### config.mk
export PLATFORM = sky130hd
export DESIGN_NAME = ps2_host_tx
export DESIGN_NICKNAME = d
export VERILOG_FILES = /design/src/rtl/ps2_pkg.sv /design/src/rtl/ps2_line_filter.sv /design/src/rtl/ps2_host_tx.sv
export SDC_FILE = /design/constraint.sdc
export NUM_CORES = 1
export LEC_CHECK = 0
export ABC_AREA = 1
export BUFFER_PORTS_ARGS = -buffer_cell sky130_fd_sc_hd__buf_2
export CORE_MARGIN = 4
export CORE_UTILIZATION = 55
export CTS_CLUSTER_DIAMETER = 120
export CTS_CLUSTER_SIZE = 8
export DETAILED_ROUTE_END_ITERATION = 10
export PLACE_DENSITY = 0.73
export SLEW_MARGIN = 15
export SYNTH_ARGS = -nofsm -noshare
export SYNTH_HDL_FRONTEND = slang
export SYNTH_SLANG_ARGS = --single-unit
### constraint.sdc
create_clock -name clk -period 2.1 [get_ports clk]
set_input_delay 0.105 -clock clk [delete_from_list [all_inputs] [get_ports clk]]
set_output_delay 0.105 -clock clk [all_outputs]
set_load 0.02 [all_outputs]
### src/rtl/ps2_pkg.sv
// ps2_pkg : shared PS/2 state encoding, timing helpers and frame constants.  rev 1.0
`default_nettype none

package ps2_pkg;

  typedef enum logic [2:0] {
    ST_IDLE      = 3'd0,
    ST_INHIBIT   = 3'd1,
    ST_RTS       = 3'd2,
    ST_WAIT_DEV  = 3'd3,
    ST_SHIFT     = 3'd4,
    ST_WAIT_IDLE = 3'd5,
    ST_FAIL      = 3'd6
  } ps2_state_t;

  localparam int         DEF_CLK_KHZ = 21400;
  localparam int         DEF_FILTER  = 8;
  localparam logic [3:0] PARITY_EDGE = 4'd9;
  localparam logic [3:0] STOP_EDGE   = 4'd10;
  localparam logic [3:0] ACK_EDGE    = 4'd11;

  // All timings are expressed in system clock cycles.
  function automatic int t_inh(input int khz);
    return khz / 10;
  endfunction

  function automatic int t_rts(input int khz);
    return (khz / 500 < 1) ? 1 : khz / 500;
  endfunction

  function automatic int t_first(input int khz);
    return khz * 15;
  endfunction

  function automatic int t_xfer(input int khz);
    return khz * 2;
  endfunction

  function automatic logic odd_parity(input logic [7:0] d);
    return ~^d;
  endfunction

endpackage

`default_nettype wire

### src/rtl/ps2_line_filter.sv
// ps2_line_filter : 2-FF synchronizer, FILTER-sample debounce, falling-edge pulse.  rev 1.0
`default_nettype none

module ps2_line_filter
  import ps2_pkg::*;
#(
  parameter int FILTER = DEF_FILTER
) (
  input  logic clk,
  input  logic rst,
  input  logic i_pin,
  output logic o_level,
  output logic o_fall
);

  localparam int CW = $clog2(FILTER) + 1;

  logic [1:0]    r_sync;
  logic          r_level;
  logic          r_fall;
  logic [CW-1:0] r_cnt;

  // Idle PS/2 lines are pulled high, so the filter resets to 1.
  always_ff @(posedge clk or posedge rst) begin
    if (rst) begin
      r_sync  <= 2'b11;
      r_level <= 1'b1;
      r_fall  <= 1'b0;
      r_cnt   <= '0;
    end else begin
      r_sync <= {r_sync[0], i_pin};
      r_fall <= 1'b0;
      if (r_sync[1] != r_level) begin
        if (r_cnt == CW'(FILTER - 1)) begin
          r_level <= r_sync[1];
          r_fall  <= r_level;
          r_cnt   <= '0;
        end else begin
          r_cnt <= r_cnt + 1'b1;
        end
      end else begin
        r_cnt <= '0;
      end
    end
  end

  assign o_level = r_level;
  assign o_fall  = r_fall;

endmodule

`default_nettype wire

### src/rtl/ps2_host_tx.sv
// ps2_host_tx : host-to-device PS/2 byte transmitter with request-to-send, odd parity and ACK check.  rev 1.0
`default_nettype none

module ps2_host_tx
  import ps2_pkg::*;
#(
  parameter int CLK_KHZ = DEF_CLK_KHZ,
  parameter int FILTER  = DEF_FILTER
) (
  input  logic       clk,
  input  logic       rst,
  input  logic [7:0] i_data,
  input  logic       i_strobe,
  output logic       o_busy,
  output logic       o_done,
  output logic       o_error,
  output logic       o_rx_inhibit,
  input  logic       i_ps2_clk_in,
  input  logic       i_ps2_dat_in,
  output logic       o_ps2_clk_out,
  output logic       o_ps2_dat_out
);

  localparam logic [19:0] c_T_INH   = 20'(t_inh(CLK_KHZ));
  localparam logic [19:0] c_T_RTS   = 20'(t_rts(CLK_KHZ));
  localparam logic [19:0] c_T_FIRST = 20'(t_first(CLK_KHZ));
  localparam logic [19:0] c_T_XFER  = 20'(t_xfer(CLK_KHZ));

  logic w_clk_f, w_fall, w_dat_f, w_dat_fall_unused;

  ps2_line_filter #(.FILTER(FILTER)) u_clk_filt (
    .clk     (clk),
    .rst     (rst),
    .i_pin   (i_ps2_clk_in),
    .o_level (w_clk_f),
    .o_fall  (w_fall)
  );

  ps2_line_filter #(.FILTER(FILTER)) u_dat_filt (
    .clk     (clk),
    .rst     (rst),
    .i_pin   (i_ps2_dat_in),
    .o_level (w_dat_f),
    .o_fall  (w_dat_fall_unused)
  );

  ps2_state_t  r_state;
  logic [19:0] r_timer;
  logic [3:0]  r_cnt;
  logic [8:0]  r_shift;
  logic        r_busy, r_done, r_error, r_clk_out, r_dat_out;
  logic [3:0]  w_next_cnt;

  assign w_next_cnt = r_cnt + 4'd1;

  always_ff @(posedge clk or posedge rst) begin
    if (rst) begin
      r_state   <= ST_IDLE;
      r_timer   <= '0;
      r_cnt     <= '0;
      r_shift   <= '0;
      r_busy    <= 1'b0;
      r_done    <= 1'b0;
      r_error   <= 1'b0;
      r_clk_out <= 1'b1;
      r_dat_out <= 1'b1;
    end else begin
      r_done  <= 1'b0;
      r_error <= 1'b0;
      unique case (r_state)
        ST_IDLE: begin
          // A strobe coinciding with the previous done/error pulse is dropped.
          if (i_strobe && !r_done && !r_error) begin
            r_shift   <= {odd_parity(i_data), i_data};
            r_busy    <= 1'b1;
            r_clk_out <= 1'b0;
            r_dat_out <= 1'b1;
            r_timer   <= '0;
            r_state   <= ST_INHIBIT;
          end
        end
        ST_INHIBIT: begin
          if (r_timer == c_T_INH - 20'd1) begin
            r_dat_out <= 1'b0;
            r_timer   <= '0;
            r_state   <= ST_RTS;
          end else begin
            r_timer <= r_timer + 20'd1;
          end
        end
        ST_RTS: begin
          if (r_timer == c_T_RTS - 20'd1) begin
            r_clk_out <= 1'b1;
            r_timer   <= '0;
            r_cnt     <= '0;
            r_state   <= ST_WAIT_DEV;
          end else begin
            r_timer <= r_timer + 20'd1;
          end
        end
        ST_WAIT_DEV: begin
          if (w_fall) begin
            r_dat_out <= r_shift[0];
            r_shift   <= {1'b0, r_shift[8:1]};
            r_cnt     <= 4'd1;
            r_timer   <= '0;
            r_state   <= ST_SHIFT;
          end else if (r_timer == c_T_FIRST - 20'd1) begin
            r_state <= ST_FAIL;
          end else begin
            r_timer <= r_timer + 20'd1;
          end
        end
        ST_SHIFT: begin
          r_timer <= r_timer + 20'd1;
          if (w_fall) begin
            r_cnt <= w_next_cnt;
            if (w_next_cnt <= PARITY_EDGE) begin
              r_dat_out <= r_shift[0];
              r_shift   <= {1'b0, r_shift[8:1]};
            end else if (w_next_cnt == STOP_EDGE) begin
              r_dat_out <= 1'b1;
            end else begin
              r_state <= w_dat_f ? ST_FAIL : ST_WAIT_IDLE;
            end
          end else if (r_timer == c_T_XFER - 20'd1) begin
            r_state <= ST_FAIL;
          end
        end
        ST_WAIT_IDLE: begin
          if (w_clk_f && w_dat_f) begin
            r_done  <= 1'b1;
            r_busy  <= 1'b0;
            r_timer <= '0;
            r_cnt   <= '0;
            r_state <= ST_IDLE;
          end else if (r_timer == c_T_XFER - 20'd1) begin
            r_state <= ST_FAIL;
          end else begin
            r_timer <= r_timer + 20'd1;
          end
        end
        ST_FAIL: begin
          r_clk_out <= 1'b1;
          r_dat_out <= 1'b1;
          r_error   <= 1'b1;
          r_busy    <= 1'b0;
          r_timer   <= '0;
          r_cnt     <= '0;
          r_state   <= ST_IDLE;
        end
        default: r_state <= ST_IDLE;
      endcase
    end
  end

  assign o_busy        = r_busy;
  assign o_rx_inhibit  = r_busy;
  assign o_done        = r_done;
  assign o_error       = r_error;
  assign o_ps2_clk_out = r_clk_out;
  assign o_ps2_dat_out = r_dat_out;

endmodule

`default_nettype wire

==> flow_summary.toml, run 1 <==
[outcome]
status = "completed"

[drt]
drc = 0
wl_per_cell_um = 13.3
dr.pass1.iters = 6
wirelength_um = 8160
routed_via_density = 5.42
drtIter0Drc = 250
ant_nets = 0
vias = 3334

[grt]
grt_pass1_wl_um = 14300
grt_overflow = 0
grt_start_max_net_pins = 30
antenna_found_initial = 0
grt_pass1_vias = 3181
grt_usage_pct = 22.8

[synth]
syn_area_um2 = 3620
seq_area_frac_synth_pct = 39.0
syn_nets = 527
async_reset_ff_share_pct = 100
synth_edf_count = 0
synth_flop_cell = "dfrtp_1"
yosysMostFrequentCell = "nand2_1"
synth.largest_area_cell = "dfrtp_1"
synth_area_leaders = "dfrtp_1, nand2_1, nor2_1"
ys_types = 42
yosysWarnings = 0
netlist_top_cells_count = "nand2_1, nor2_1, inv_1"
syn_area_per_cell_um2 = 7.16
ys_ff_latch = 56
synth.top_cell.area_share_pct = 33.1
netlist_instances = 506

[worst_setup_path]
r2r_setup_slack_ns = 0.21
critPathSlowestCell = "dfrtp_1"
startpoint_type = "flop"
cp_max_fo = 9
crit_arrival_ns = 2.10
cp.required_ns = 2.31
critPathCaptureType = "flop"
critical_path_buf_inv_count = 1
path_delay_family = "simple AND/OR/NAND/NOR gates"
critPathKind = "flop to flop"
path_cells = "nor2_4 > nand2_2 > inv_2 > nor3_2 > nand3_2 > nand2_2 > nand2_2 > o21ai_1 > nor2_1"
cpPeakStageDelay_ns = 0.58
cpMostUsedCell = "nand2_2"

[pwr]
fin_total_pwr_uw = 4180
combPwrFrac_pct = 48.9
power.share.sequential_pct = 36.4
power.switching_uw = 1900
swShare_pct = 45.5
leakage_uw = 0.00196
irDropWorstVdd_mv = 0.641
cellInternalPower_uw = 2280
pwr-share-clk_pct = 14.8
powerDensity_nw_per_um2 = 1050

[place]
placed_area_um2 = 3850
dp_hpwl_um = 6280
io_buffers = 18
routabilityCongestion = 0.959

[cts]
cts.sinks = 56
cts.path.max_buffers = 2
cts_tree = "built"
post_cts_buffers = 0
cts_root_buffer = "clkbuf_8"
clk_pin_slew_worst_paths_ns = 0.11
clk_latency_ns = 0.32
cts_buffers = 5
htreeDepth = 2

[sta]
hold_viol_final = 0
min_period_ns = 1.89
skew_ns = 0.00950
tns_ns = 0
final-setup-viol-count = 0
worst_slew_pin_slew_ns = 0.593
fmax_mhz = 530
relSlewSlack_pct = 60.4
period_share_pct = 89.8
slew_violations = 0
rsz0062_at_grt = "false"
hold_ws_ns = 0.148

[layout]
drive_above_1_share_pct = 14.9
syn_to_final_growth_pct = 9.50
final_cell_area_um2 = 3970
diodes = 0
nets = 558
post-route-util_pct = 62.1
fill_cells = 562

[die]
die_area_um2 = 7950
start_util_pct = 56.7
num_rows = 29
die_h_um = 89.2
fp.dieW_um = 89.2
design.core.area_um2 = 6390
ios = 19

[job]
max_cap_violations = 0

[min_path]
hold_path_class = "primary input to flop"
[repair_timing]
| item | 4_1_cts | 5_1_grt |
|---|---|---|
| gates resized for setup | 0 | 1 |
| endpoints found under the hold margin | 24 | 0 |
| hold buffers | 3 | 0 |
| endpoints found under the setup margin | 0 | 4 |
[sequential cells by signal, indices dropped and copies added, names as in the netlist, 2 cells and up]
register           cells
u_dat_filt.r_sync      2
u_clk_filt.r_cnt       4
r_state                3
r_cnt                  4
u_clk_filt.r_sync      2
u_dat_filt.r_cnt       4
r_timer               20
r_shift                9
[cells by family after synthesis]
family / count (synthesis) / synth area share, %
AND/OR/NAND/NOR: 286 / 35.8
buffers and inverters: 83 / 9.12
AO/OA/AOI/OAI: 60 / 10.2
flip-flops: 56 / 39.0
XOR/XNOR: 12 / 2.90
adder cells (fa/ha/maj): 8 / 2.76
multiplexers: 1 / 0.311
[power groups by stage]
stage	Sequential, µW	Combinational, µW	Clock [µW]
after global routing	1550	2320	671
after CTS	1520	2060	630
after detailed placement	1540	2040	0
after global placement	1530	2000	0
after floorplan	1540	1560	0
final	1520	2040	616
[worst reg2reg max path, cell delays in order, from the launching register on]
cell     delay [ns]
dfrtp_1        0.58
nor2_4         0.10
nand2_2        0.19
inv_2          0.12
nor3_2         0.20
nand3_2        0.15
nand2_2        0.12
nand2_2        0.16
o21ai_1        0.12
nor2_1         0.05
[worst paths after layout]
check / startpoint / end / cells after the start
worst max-delay path: r_state[1] / r_timer[7] / 9
worst min-delay path: i_data[7] / r_shift[7] / 5
worst max register to register: r_state[1] / r_timer[7] / 9
worst min register to register: u_clk_filt.r_sync[0] / u_clk_filt.r_sync[1] / 0
max in group asynchronous: rst / u_dat_filt.r_sync[1] / 4
min in group asynchronous: rst / o_error / 3
[final cells by class]
cell class              count  area (µm²)  share of cell area [%]
inverters                  77         289                    7.28
repair buffers             30         200                    5.05
clock inverters             2        13.8                   0.347
multi-input cells         367        1880                    47.5
well taps                  77        96.3                    2.43
flip-flops and latches     56        1410                    35.6
clock buffers               6        72.6                    1.83
[cells in the final DEF (no fill, tap or decap), drive strengths merged]
cell type / n
o31ai: 3
clkbuf: 6
o21bai: 1
o21ai: 32
buf: 27
or2: 2
nor4: 2
inv: 78
and2: 2
nand3b: 1
a21o: 1
a22oi: 1
mux2: 1
nand4: 11
nor3: 11
a31oi: 2
nand2: 127
dfstp: 8
a21oi: 15
dlygate4sd3: 3
o2111ai: 1
o32ai: 1
xnor2: 7
nand3: 51
nor2: 79
ha: 8
o21a: 1
clkinv: 1
a21boi: 1
xor2: 5
o211a: 1
dfrtp: 48
[through the flow]
step / worst slack, ns / cells
floorplan: 0.419 / 506
global placement: 0.265 / 604
detailed placement: 0.203 / 604
CTS: 0.198 / 615
global route: 0.000598 / 615
finish: 0.213 / 615
[metal layers]
layer	routed length [µm]	vias up	share of wire (%)	global-route usage (%)
li1	-	1683	-	-
met1	3740	1551	46	30.2
met2	3960	87	49	38.4
met3	335	13	4.1	4.42
met4	130	0	1.6	5.55
met5	0	-	0	0
Power figures use the tool's default switching activity.
==> run 2: changes to the inputs <==
- ABC_CLOCK_PERIOD_IN_PS: not set -> 2100
- CORE_UTILIZATION: 55 -> 35
- PLACE_DENSITY: 0.73 -> not set
==> flow_summary.toml, run 2 (synthesis gave the netlist of run 1 again) <==
[die]
design.core.area_um2 = 9910
die_area_um2 = 12000
fp.dieW_um = 110
die_h_um = 110
start_util_pct = 36.6
ios = 19
num_rows = 36

[drt]
wirelength_um = 8800
wl_met3_um = 352
drc = 0
dr.pass1.iters = 7
ant_nets = 0
routed_via_density = 4.99
wl_met2_um = 4040
vias = 3361
wl_per_cell_um = 13.1
wirelength_met1_um = 4280
highest_layer = "met4"
drtIter0Drc = 158

[layout]
layout_commonest_cell = "nand2_1"
post-route-util_pct = 41.6
syn_to_final_growth_pct = 13.7
final_cell_area_um2 = 4120
fill_cells = 1039
diodes = 0
reg.largest.list = "r_timer x20, r_shift x9"
final_cell_mix = "nand2_1, inv_1, nor2_1"
largest_reg_flops = 20
nets = 561
regMostFlops = "r_timer"
drive_above_1_share_pct = 17.2
fin_cells = 674

[grt]
antenna_found_initial = 0
grt_pass1_wl_um = 15200
grt_pass1_vias = 3191
grt_overflow = 0
grt_start_max_net_pins = 31
grt_usage_pct = 15.7

[worst_setup_path]
r2r_start = "r_timer[0]"
critPathCaptureType = "flop"
crit_arrival_ns = 2.22
critPathLaunch = "r_timer[0]"
critPathKind = "flop to flop"
cp_max_fo = 11
cp.required_ns = 2.36
startpoint_type = "flop"

[cts]
cts_buffers = 5
clk_latency_ns = 0.33
clk_pin_slew_worst_paths_ns = 0.12
cts_root_buffer = "clkbuf_8"
htreeDepth = 2
cts.sinks = 56
cts_tree = "built"
cts.path.max_buffers = 2

[min_path]
min_from = "i_data[0]"
hold_path_class = "primary input to flop"

[sta]
worst_slew_pin_slew_ns = 0.565
period_share_pct = 93.5
slew_violations = 0
min_period_ns = 1.96
tns_ns = 0
relSlewSlack_pct = 62.3
skew_ns = 0.0108
final-setup-viol-count = 0
fmax_mhz = 510
hold_viol_final = 0
hold_ws_ns = 0.160

[place]
dp.cells = 657
placed_area_um2 = 3900
routabilityCongestion = 0.920
dp_hpwl_um = 6540
io_buffers = 18

[pwr]
irDropWorstVdd_mv = 0.602
leakage_uw = 0.00198
powerDensity_nw_per_um2 = 1050

[outcome]
status = "completed"

[job]
max_cap_violations = 0
-- run 2: cell types whose count changed in the layout (fill, tap and decap cells not counted), moves of 2 or more --
cell and delta:
dfrtp_1 -2, dfrtp_2 +2, nor2_1 -4, nor2_2 +4
-- run 2: routing by layer --
layer  global-route usage (%)  vias up
met5                        0        -
met4                     4.63        0
met3                     2.29       13
met2                     25.0       95
met1                     22.0     1561
li1                         -     1692
-- run 2: repair_timing --
action | CTS | global route
gates cloned | 1 | 0
gates resized for setup | 0 | 12
hold buffers | 3 | 0
setup buffers | 0 | 5
hold endpoints to repair | 22 | 0
pin swaps | 1 | 2
setup endpoints to repair | 13 | 22
-- run 2: where the power goes --
part	internal, µW	total, µW	switching, µW	leakage, µW
logic	729	2110	1380	0.00122
registers	1340	1520	180	0.000711
clock network	253	672	419	0.0000511
total	2330	4310	1980	0.00198
-- run 2: worst max-delay path, stage by stage, from the launching register on --
cell     delay, ns
dfrtp_1       0.41
ha_2          0.23
nand2_1       0.11
nor2_1        0.15
nand3_1       0.19
nor3_4        0.27
nor2_4        0.14
buf_4         0.17
nand3_1       0.06
nand2_1       0.05
a21oi_1       0.12
-- run 2: per-stage QoR --
stage,total power (µW),setup slack (ns)
global placement,3480,-0.0171
finish,4310,0.137
floorplan,3100,0.419
detailed placement,3510,-0.0896
CTS,4230,0.00675
global route,4710,-0.0286
-- run 2: final cells by class --
type / count / area (µm²) / share of cell area (%)
Clock buffer: 5 / 68.8 / 1.67
Inverter: 77 / 289 / 7.02
Sequential cell: 56 / 1410 / 34.3
Tap cell: 133 / 166 / 4.04
Timing Repair Buffer: 32 / 228 / 5.53
Clock inverter: 3 / 28.8 / 0.699
Multi-Input combinational cell: 368 / 1920 / 46.7
-- run 2: final timing paths --
check / slack (ns) / depth (start not counted) / end
max in group asynchronous: 1.11 / 4 / u_dat_filt.r_sync[1]
setup reg to reg: 0.14 / 10 / r_timer[15]
setup / recovery: 0.14 / 10 / r_timer[15]
hold reg to reg: 0.36 / 0 / u_clk_filt.r_sync[1]
min in group asynchronous: 0.37 / 3 / u_clk_filt.r_cnt[0]
hold / removal: 0.16 / 5 / r_shift[0]
